**src/rtl/rptr_empty.sv**
```systemverilog
// rptr_empty: read-side pointer and empty-flag logic for a dual-clock FIFO.
// Runs entirely in the rclk domain and compares its Gray read pointer with
// the synchronized Gray write pointer.
//
// Ports:
//   rclk, rrst_n   read clock, async active-low reset
//   r_req          read request
//   rq2_wptr       Gray write pointer, already synchronized to rclk
//   rerr_clr       clears the sticky underflow flag
//   raddr          RAM read address (low bits of binary read pointer)
//   rptr           registered Gray read pointer, to the write domain
//   rempty         registered empty flag
//   rvalid         RAM read data valid (one cycle after an accepted read)
//   rlevel         registered fill level, 0..2^ADDRSIZE
//   raempty        registered almost-empty flag (rlevel <= AEMPTY_TH)
//   rerr           sticky underflow flag
//
// Build option: define RPTR_UNDERFLOW_EN to build the rerr register;
// otherwise rerr is tied low and rerr_clr is ignored.
module rptr_empty #(
    parameter int ADDRSIZE  = 4,
    parameter int AEMPTY_TH = 2
) (
    input  logic                rclk,
    input  logic                rrst_n,
    input  logic                r_req,
    input  logic [ADDRSIZE:0]   rq2_wptr,
    input  logic                rerr_clr,
    output logic [ADDRSIZE-1:0] raddr,
    output logic [ADDRSIZE:0]   rptr,
    output logic                rempty,
    output logic                rvalid,
    output logic [ADDRSIZE:0]   rlevel,
    output logic                raempty,
    output logic                rerr
);

    localparam logic [ADDRSIZE:0] AE_TH = AEMPTY_TH[ADDRSIZE:0];

    logic [ADDRSIZE:0] rbin;
    logic [ADDRSIZE:0] rbinnext;
    logic [ADDRSIZE:0] rgraynext;
    logic [ADDRSIZE:0] wbin_s;
    logic [ADDRSIZE:0] rdiff;
    logic              rinc;

    assign rinc      = r_req & ~rempty;
    assign rbinnext  = rbin + {{ADDRSIZE{1'b0}}, rinc};
    assign rgraynext = (rbinnext >> 1) ^ rbinnext;
    assign raddr     = rbin[ADDRSIZE-1:0];

    // Gray to binary: each binary bit is the XOR of all Gray bits at or
    // above it.
    always_comb begin
        wbin_s = '0;
        for (int i = 0; i <= ADDRSIZE; i++) begin
            wbin_s[i] = ^(rq2_wptr >> i);
        end
    end

    // Modular subtraction keeps the level correct across pointer wrap.
    assign rdiff = wbin_s - rbinnext;

    always_ff @(posedge rclk or negedge rrst_n) begin
        if (!rrst_n) begin
            rbin    <= '0;
            rptr    <= '0;
            rempty  <= 1'b1;
            raempty <= 1'b1;
            rlevel  <= '0;
            rvalid  <= 1'b0;
        end else begin
            rbin    <= rbinnext;
            rptr    <= rgraynext;
            rempty  <= (rgraynext == rq2_wptr);
            rlevel  <= rdiff;
            raempty <= (rdiff <= AE_TH);
            rvalid  <= rinc;
        end
    end

`ifdef RPTR_UNDERFLOW_EN
    // Set has priority over clear so a same-cycle underflow is never lost.
    always_ff @(posedge rclk or negedge rrst_n) begin
        if (!rrst_n) begin
            rerr <= 1'b0;
        end else if (r_req & rempty) begin
            rerr <= 1'b1;
        end else if (rerr_clr) begin
            rerr <= 1'b0;
        end
    end
`else
    logic unused_rerr_clr;
    assign unused_rerr_clr = rerr_clr;
    assign rerr = 1'b0;
`endif

endmodule
```
**config.mk**
```make
export PLATFORM = sky130hd
export DESIGN_NAME = rptr_empty
export DESIGN_NICKNAME = d
export VERILOG_FILES = /design/src/rtl/rptr_empty.sv
export SDC_FILE = /design/constraint.sdc
export NUM_CORES = 1
export LEC_CHECK = 0
export CORE_MARGIN = 1
export CORE_UTILIZATION = 49
export DETAILED_ROUTE_END_ITERATION = 6
export HOLD_SLACK_MARGIN = 0.02
export PLACE_DENSITY_LB_ADDON = 0.08
export SLEW_MARGIN = 25
export SYNTH_ARGS = -nofsm -noshare
export SYNTH_HDL_FRONTEND = slang
export SYNTH_SLANG_ARGS = --single-unit
```
**constraint.sdc**
```tcl
create_clock -name rclk -period 6.35 [get_ports rclk]
set_input_delay 1.27 -clock rclk [delete_from_list [all_inputs] [get_ports rclk]]
set_output_delay 1.27 -clock rclk [all_outputs]
set_load 0.01 [all_outputs]
```
# After elaboration in Yosys (flattened, before gate mapping)
# Cells that the tools add are included.
word_totals:
  reg_bits: 18
  in_bits: 9
  output_inout_bits: 18
  wordCells: 18
classes:
  addsub: 2
  order_cmp: 1
  n_eq_ne: 1
  bitwise_logic: 3
  n_reduce_logical: 5
ops:
  columns: ["cell", "n"]
  rows:
  - ["5-bit parity", 5]
  - ["5-bit by 1-bit adder with 5-bit output", 1]
  - ["5-bit == test", 1]
  - ["5-bit by 2-bit <= comparator with 1-bit output (second input constant)", 1]
  - ["5-bit subtractor", 1]
  - ["4-bit by 5-bit bitwise XOR with 5-bit output", 1]
  - ["1-bit AND", 1]
  - ["1-bit NOT", 1]

# Longest topological paths before layout
# Gate-level depths: netlist of the first run.
logic_depth:
  depth_word: 5
  ltp_mapped: 10
  mapped_depth_nobuf: 10

# Worst setup path before layout of the first run
# Ideal clock, no wire load.
synth_path:
  path_type: "in2reg"
  startpoint: "in r_req"
  endpoint: "reg raempty"
  setup_time_ns: 0.084
  arrival_ns: 3.209
  t_required_ns: 6.266
  path_slack_ns: 3.057
  cell_stages: 10
  cell_sequence: "nor2b_1 -> ha_1 -> ha_1 -> clkbuf_1 -> xnor2_1 -> ha_1 -> a21o_1 -> a21bo_1 -> o31ai_2 -> nor3b_1"
synth_between:
  elab_chain_len: 4
synth_rtl:
  columns: ["element", "line_no", "text"]
  rows:
  - ["from (decl)", "26", "input logic r_req,"]
  - ["1-bit AND", "47", "assign rinc = r_req & ~rempty;"]
  - ["5-bit by 1-bit adder with 5-bit output", "48", "assign rbinnext = rbin + {{ADDRSIZE{1'b0}}, rinc};"]
  - ["named net rbinnext[1]", "41", "logic [ADDRSIZE:0] rbinnext;"]
  - ["5-bit subtractor", "62", "assign rdiff = wbin_s - rbinnext;"]
  - ["5-bit by 2-bit <= comparator with 1-bit output", "77", "raempty <= (rdiff <= AE_TH);"]
  - ["to (signal assigned)", "77", null]
  - ["to (decl)", "34", "output logic raempty,"]
# The timed path passes the listed nets, and every way through them passes these cells.

# Worst setup path in the final report of the first run
layout_path:
  startpoint: "in rq2_wptr[3]"
  endpoint: "reg raempty"
layout_between:
  elab_chain_len: 3
layout_rtl:
  columns: ["element", "line_no", "text"]
  rows:
  - ["from (decl)", "27", "input logic [ADDRSIZE:0] rq2_wptr,"]
  - ["5-bit parity", "57", "wbin_s[i] = ^(rq2_wptr >> i);"]
  - ["5-bit subtractor (*)", "62", null]
  - ["5-bit by 2-bit <= comparator with 1-bit output (*)", "77", null]
# Every way passes the cells marked *; elsewhere a longest branch is shown, timed or not.

==> flow_summary.json, run 1 <==
{
  "synthTopCellsByCount": "dfrtp_1, xor2_1, inv_1, xnor2_1, ha_1",
  "crit_path_start_kind": "primary input",
  "die_area_sq_um": 2020,
  "max-clock-path-buffers": 2,
  "slew_viol_final": 0,
  "ctsResizeCount": 0,
  "antenna_found_initial": 0,
  "worst_pin_slew_ps": 756,
  "grt_max_degree": 18,
  "yosysTopAreaCellShare_pct": 41.6,
  "cp-end-kind": "register",
  "cts_tree": "yes",
  "via_count": 648,
  "drv_cap": 0,
  "port_buffers": 24,
  "synthFlopType": "dfrtp_1",
  "vias_per_cell": 4.91,
  "hold_path_class": "register to register",
  "dp_slack_ps": 2390,
  "cp.arrival_ps": 3870,
  "max_freq_mhz": 273,
  "cts.sinks": 17,
  "num_rows": 15,
  "numCtsBuffers": 3,
  "nets": 122,
  "yosysMostFrequentCell": "dfrtp_1",
  "netlist_instances": 81,
  "setup_tns_ps": 0,
  "regToRegStartpoint": "rempty",
  "async_reset_ff_share_pct": 100,
  "synth_top_cell_by_area": "dfrtp_1",
  "status": "finished clean",
  "synth_edf_count": 0,
  "irDropWorstVdd_uv": 360,
  "yosysSeqAreaShare_pct": 47.4,
  "crit_required_ps": 6560,
  "intPower_uw": 419,
  "synth_area_sq_um": 903,
  "hold_start": "rempty",
  "cts-root-buf": "clkbuf_4",
  "die_h_microns": 44.9,
  "grt_use_total_pct": 17.6,
  "coreArea_sq_um": 1730,
  "drcViolationCount": 0,
  "routed_wl_microns": 1500,
  "period_needed_ps": 3660,
  "finClkSkew_ps": 2.52,
  "p_leak_uw": 0.000526,
  "num-fill-cells": 134,
  "clock_power_share_pct": 8.2,
  "gp_congestion": 0.753,
  "area_delta_synth_final_pct": 31.7,
  "grt_overflow_total": 0,
  "cts_max_level": 1,
  "cts_hold_buffers": 0,
  "startpoint": "rq2_wptr[3]",
  "relSlewSlack_pct": 49.4,
  "drive_gt1_share_pct": 8.41,
  "comb_power_share_pct": 64.6,
  "crit_type": "primary input to register",
  "synthesis.nets": 95,
  "ios": 27,
  "min_period_over_period_pct": 57.6,
  "die_x_microns": 44.9,
  "wl_per_cell_microns": 11.4,
  "dp_hpwl_microns": 1140,
  "start_util_pct": 52.3,
  "rsz0062_at_grt": "no",
  "post-cts-setup-buffers": 0,
  "pwr-share-seq_pct": 27.2,
  "synth_area_leaders": "dfrtp_1, xor2_1, xnor2_1, ha_1, dfstp_2",
  "yosysWarnings": 0,
  "syn_area_per_cell_sq_um": 11.2,
  "postLayoutSetupSlackWorst_ps": 2690,
  "critPathMaxFanout": 4,
  "power_density_nw_per_um2": 593,
  "drt_iter0_markers": 9,
  "ant_nets": 0,
  "hold_slack_ps": 568,
  "hold_violations": 0,
  "setup_viol_count_final": 0,
  "ys_types": 28,
  "grt_pass1_wl_microns": 2500,
  "antenna_cells": 0,
  "ys_ff_latch": 17,
  "first_global_vias": 595,
  "clk_latency_ps": 290,
  "switching_power_uw": 287,
  "first_pass_iters": 4,
  "p_sw_share_pct": 40.7,
  "path_clk_slew_ps": 100
}
## sequential cells by signal, indices dropped and copies added (netlist names)
name	count
rptr	4
rvalid	1
rbin	5
rempty	1
raempty	1
rlevel	5
## power by group through the flow
stage,Clock [uW],Sequential [uW],Combinational [uW]
finish,57.7,192,456
global route,64.3,197,507
global placement,0,193,446
detailed placement,0,195,453
CTS,59.7,193,460
floorplan,0,220,272
## cell usage in the layout, fill, tap and decap left out, types with 2 or more instances in the layout
master           netlist  layout
clkdlybuf4s50_1        0      24
clkbuf_4               0       3
ha_1                   5       5
inv_1                 10      10
dfrtp_1               15      15
xor2_2                 2       2
nor2_1                 3       3
xor2_1                11      11
xnor2_1                9       9
dfstp_2                2       2
nand3_1                4       4
nand2_1                2       2
## layer usage
metal  up-vias  part of all wire [%]  GRT usage (%)
met1       308                    45           23.3
met3         4                   5.3           4.80
met4         0                   1.7           7.27
li1        314                     -              -
met2        22                    48           27.2
met5         -                     0              0
## final cells by class
cell class | count | area [sq um] | share of cell area (%)
inverter | 10 | 37.5 | 3.15
tap | 25 | 31.3 | 2.63
sequential | 17 | 428 | 36.0
multi-input combinational | 52 | 427 | 35.9
timing repair buffer | 24 | 240 | 20.2
clock buffer | 4 | 26.3 | 2.21
## per-stage QoR
stage               util, %  area, sq um  power (uW)  std cells
floorplan                 -          903         492         81
global route           68.9         1190         768        132
detailed placement     67.4         1160         647        128
global placement       67.4         1160         639        128
finish                 68.9         1190         706        132
CTS                    68.9         1190         713        132
## cell families after synthesis
family	count (synthesis)	share of synthesized area, %
XOR/XNOR	22	23.0
flip-flops	17	47.4
AND/OR/NAND/NOR	16	9.70
buffers and inverters	12	5.40
AO/OA/AOI/OAI	8	7.20
adder cells (fa/ha/maj)	5	6.93
other	1	0.415
## worst paths after layout
kind	endpoint	slack, ps	cells after the start
setup / recovery	raempty	2690	11
hold / removal	rvalid	570	1
setup reg to reg	raempty	3720	10
hold reg to reg	rvalid	570	1
max in group asynchronous	rbin[3]	4460	1
min in group asynchronous	rptr[0]	1420	1
## critical path: stages
cell,delay [ps]
clkdlybuf4s50_1,470
xor2_2,230
xnor2_1,390
xnor2_1,180
ha_1,210
inv_1,50
ha_1,190
a21o_1,190
a21bo_1,210
o31ai_2,260
nor3b_1,220
(Power assumes the default switching activity.)
==> run 2: changes to the inputs <==
Settings changed: CORE_UTILIZATION 49 to 45.
Clock period 6.35 ns to 3.4 ns, I/O delays scaled along.
==> run 2 against run 1 <==
Effect of this change: cell count up 3.8%; count of clock-buffer cells in the layout down 1; flip-flop and latch count unchanged; combinational power up 97%; final area up 3.3%; register-to-register slack worse by 2800 ps; utilization down 0.72 points; clock power up 82%; setup slack worse by 2200 ps.
==> flow_summary.json, run 2 (synthesis results as in run 1) <==
{
  "status": "finished clean",
  "slew_viol_final": 0,
  "crit_required_ps": 3600,
  "relSlewSlack_pct": 51.3,
  "die_x_microns": 46.8,
  "drive_gt1_share_pct": 13.4,
  "area_delta_synth_final_pct": 36.0,
  "max_freq_mhz": 338,
  "critPathMaxFanout": 4,
  "path_cells": "clkdlybuf4s50_1, xor2_2, xnor2_1, xnor2_1, ha_1, inv_1, ha_1, a21o_1, a21bo_1, o31ai_2, nor3b_1",
  "cts_max_level": 1,
  "grt_use_total_pct": 17.5,
  "clk_latency_ps": 280,
  "first_global_vias": 623,
  "die_area_sq_um": 2190,
  "numCtsBuffers": 3,
  "cts-root-buf": "clkbuf_4",
  "ctsResizeCount": 0,
  "final_cell_mix": "clkdlybuf4s50_1, dfrtp_1, xor2_1, inv_1, xnor2_1",
  "grt_overflow_total": 0,
  "first_pass_iters": 4,
  "max_stage_delay_ps": 540,
  "p_leak_uw": 0.000553,
  "cp-end-kind": "register",
  "min_period_over_period_pct": 87.0,
  "crit_type": "primary input to register",
  "layout_commonest_cell": "clkdlybuf4s50_1",
  "slowest_stage": "clkdlybuf4s50_1",
  "via_count": 645,
  "setup_tns_ps": 0,
  "path_clk_slew_ps": 100,
  "start_util_pct": 50.1,
  "grt_pass1_wl_microns": 2640,
  "crit_path_start_kind": "primary input",
  "power_density_nw_per_um2": 1110,
  "nets": 127,
  "post-cts-setup-buffers": 0,
  "finClkSkew_ps": 2.02,
  "grt_max_degree": 18,
  "vias_per_cell": 4.71,
  "ios": 27,
  "port_buffers": 24,
  "worst_pin_slew_ps": 729,
  "drt_iter0_markers": 5,
  "biggestRegsByFlops": "rbin (5), rlevel (5), rptr (4)",
  "hold_path_class": "register to register",
  "die_h_microns": 46.8,
  "max-clock-path-buffers": 2,
  "antenna_found_initial": 0,
  "setup_viol_count_final": 0,
  "drcViolationCount": 0,
  "cts_tree": "yes",
  "coreArea_sq_um": 1800,
  "num_rows": 15,
  "cp.arrival_ps": 3160,
  "hold_slack_ps": 562,
  "routed_wl_microns": 1540,
  "ant_nets": 0,
  "hold_violations": 0,
  "period_needed_ps": 2960,
  "rsz0062_at_grt": "no",
  "antenna_cells": 0,
  "irDropWorstVdd_uv": 679,
  "wl_per_cell_microns": 11.2,
  "cts.sinks": 17,
  "gp_congestion": 0.797,
  "cts_hold_buffers": 0,
  "drv_cap": 0
}
## run 2: cell types whose count changed in the layout (fill, tap and decap cells not counted)
cell,change
buf_4,+5
clkbuf_1,-1
clkinv_2,+1
## run 2: worst max-delay path: cells and delay by family
kind            cells  cell delay [ps]
simple gates        1              220
xor+xnor            3              610
fa+ha+maj           2              390
buf+inv             2              590
compound gates      3              660
## run 2: worst paths after layout
| path | cells past startpoint | slack [ps] | to | start |
|---|---|---|---|---|
| setup / recovery | 11 | 440 | raempty | rq2_wptr[3] |
| hold / removal | 1 | 560 | rvalid | rempty |
| setup reg to reg | 8 | 900 | rempty | rempty |
| hold reg to reg | 1 | 560 | rvalid | rempty |
| max in group asynchronous | 1 | 2120 | rlevel[4] | rrst_n |
| min in group asynchronous | 1 | 820 | rvalid | rrst_n |
## run 2: layout make-up
| cell class | instances | area, sq um |
|---|---|---|
| clock inverter | 1 | 5.00 |
| inverter | 10 | 37.5 |
| sequential | 17 | 428 |
| fill | 153 | 573 |
| timing repair buffer | 29 | 278 |
| clock buffer | 3 | 22.5 |
| multi-input combinational | 52 | 427 |
| tap | 25 | 31.3 |
## run 2: routing by layer
layer	vias to the layer above	GRT usage (%)	part of all wire, %
met5	-	0	0
met4	0	6.86	0.78
met3	2	3.46	4.8
met2	18	30.3	52
met1	305	21.3	43
li1	320	-	-
## run 2: power breakdown
| part | leakage, uW | switching [uW] | internal (uW) | total, uW |
|---|---|---|---|---|
| Combinational | 0.000338 | 441 | 459 | 900 |
| Sequential | 0.000197 | 43.3 | 314 | 357 |
| Clock | 0.0000177 | 61.9 | 43.6 | 105 |
## run 2: stage by stage
stage               instance area, sq um  util, %  setup WS (ps)  total power, uW  cells
global route                        1230     68.2            241             1490    137
global placement                    1200     66.7            178             1240    133
floorplan                            903        -            697              919     81
finish                              1230     68.2            442             1360    137
CTS                                 1230     68.2            419             1380    137
detailed placement                  1200     66.7            153             1260    133
==> run 3: changes to the inputs <==
==> constraint.sdc (replaced) <==
create_clock -name rclk -period 3.4 [get_ports rclk]
set_input_delay 1.02 -clock rclk [delete_from_list [all_inputs] [get_ports rclk]]
set_output_delay 1.02 -clock rclk [all_outputs]
set_load 0.01 [all_outputs]
==> run 3 against run 2 <==
Effect of this change: setup slack worse by 240 ps; global-route usage is 0.32 points higher; first-iteration DRC count is 60% higher; highest routed layer unchanged.
==> flow_summary.json, run 3 (synthesis results as in run 1) <==
{
  "area_delta_synth_final_pct": 43.9,
  "num_rows": 15,
  "cp.arrival_ps": 3410,
  "crit_family": "compound AO/OA/AOI/OAI gates",
  "drcViolationCount": 0,
  "routed_wl_microns": 1600,
  "hold_violations": 0,
  "grt_max_degree": 18,
  "die_x_microns": 46.8,
  "numCtsBuffers": 3,
  "cts.sinks": 17,
  "grt_overflow_total": 0,
  "drv_cap": 0,
  "ant_nets": 0,
  "port_buffers": 24,
  "nets": 136,
  "power_density_nw_per_um2": 1120,
  "irDropWorstVdd_uv": 602,
  "biggestRegsByFlops": "rbin (5), rlevel (5), rptr (4)",
  "antenna_found_initial": 0,
  "max-clock-path-buffers": 2,
  "path_cells": "clkdlybuf4s50_1, xor2_2, xnor2_1, xnor2_1, ha_1, inv_1, ha_1, a21o_1, a21bo_1, o31ai_2, nor3b_2",
  "first_global_vias": 613,
  "hold_path_class": "register to register",
  "max_freq_mhz": 313,
  "die_h_microns": 46.8,
  "power_uw": 1450,
  "cp-end-kind": "register",
  "period_needed_ps": 3200,
  "worst_pin_slew_ps": 727,
  "start_util_pct": 50.1,
  "finClkSkew_ps": 2.67,
  "crit_type": "primary input to register",
  "met3_length_microns": 62,
  "setup_tns_ps": 0,
  "status": "finished clean",
  "path_clk_slew_ps": 90,
  "first_pass_iters": 3,
  "drive_gt1_share_pct": 19.8,
  "cts_hold_buffers": 0,
  "grt_use_total_pct": 17.8,
  "min_period_over_period_pct": 94.1,
  "slew_viol_final": 0,
  "antenna_cells": 0,
  "hold_slack_ps": 568,
  "ios": 27,
  "p_leak_uw": 0.000595,
  "dp_hpwl_microns": 1300,
  "coreArea_sq_um": 1800,
  "crit_buf_inv": 2,
  "crit_path_start_kind": "primary input",
  "met1_length_microns": 668,
  "slowest_stage": "clkdlybuf4s50_1",
  "cts_tree": "yes",
  "die_area_sq_um": 2190,
  "wl_per_cell_microns": 11.0,
  "via_count": 681,
  "layout_commonest_cell": "clkdlybuf4s50_1",
  "gp_congestion": 0.789,
  "max_stage_delay_ps": 460,
  "drt_iter0_markers": 8,
  "vias_per_cell": 4.66,
  "clk_latency_ps": 280,
  "critPathMaxFanout": 3,
  "cts-root-buf": "clkbuf_4",
  "postLayoutCoreUtil_pct": 72.2,
  "top_layer_used": "met4",
  "crit_required_ps": 3610,
  "wl_met2_microns": 849,
  "final_cell_mix": "clkdlybuf4s50_1, dfrtp_1, buf_4, xor2_1, inv_1",
  "cts_max_level": 1,
  "setup_viol_count_final": 0,
  "rsz0062_at_grt": "no",
  "relSlewSlack_pct": 51.4,
  "grt_pass1_wl_microns": 2620
}
==> run 3: per-stage QoR <==
step | cell area [sq um] | setup WS [ps] | std cells
finish | 1300 | 202 | 146
global route | 1300 | 34.1 | 146
global placement | 1270 | -74.3 | 142
floorplan | 903 | 357 | 81
CTS | 1290 | 169 | 146
detailed placement | 1270 | -94.4 | 142
==> run 3: area by class of cell <==
class	instances	area, sq um
inverters	10	37.5
repair buffers	38	345
fillers	145	502
multi-input cells	52	432
clock buffers	4	26.3
well taps	25	31.3
flip-flops and latches	17	428
==> run 3: worst reg2reg max path, cell delays in order, from the launching register on <==
cell and delay (ps):
dfstp_2 540, nor2b_1 50, ha_1 210, ha_1 230, xor2_2 160, buf_4 170, xnor2_1 260, nor2_1 70
a21bo_1 230, o31ai_2 280, nor3b_2 210
==> run 3: timing repair <==
item                                    in CTS  in global routing
endpoints found under the setup margin       0                  1
buffers inserted                             0                  0
gates resized for setup                      0                  1
endpoints found under the hold margin        0                  0
==> run 3: power by group <==
| part | switching [uW] | internal, uW |
|---|---|---|
| registers | 44.0 | 314 |
| logic | 457 | 532 |
| clock network | 59.4 | 45.5 |
==> run 3: routing by layer <==
layer	vias to the layer above	GRT usage (%)
met5	-	0
met4	0	8.57
met3	2	3.46
met2	20	31.4
met1	319	20.6
li1	340	-
==> run 3: path summary, 6_finish.rpt <==
kind / from / endpoint / slack [ps] / cells after the start
worst min register to register: rbin[4] / rbin[4] / 570 / 2
worst max-delay path: rq2_wptr[3] / raempty / 200 / 11
worst max register to register: rempty / raempty / 920 / 10
min in group asynchronous: rrst_n / rvalid / 1160 / 1
max in group asynchronous: rrst_n / rlevel[4] / 1780 / 1
worst min-delay path: rbin[4] / rbin[4] / 570 / 2
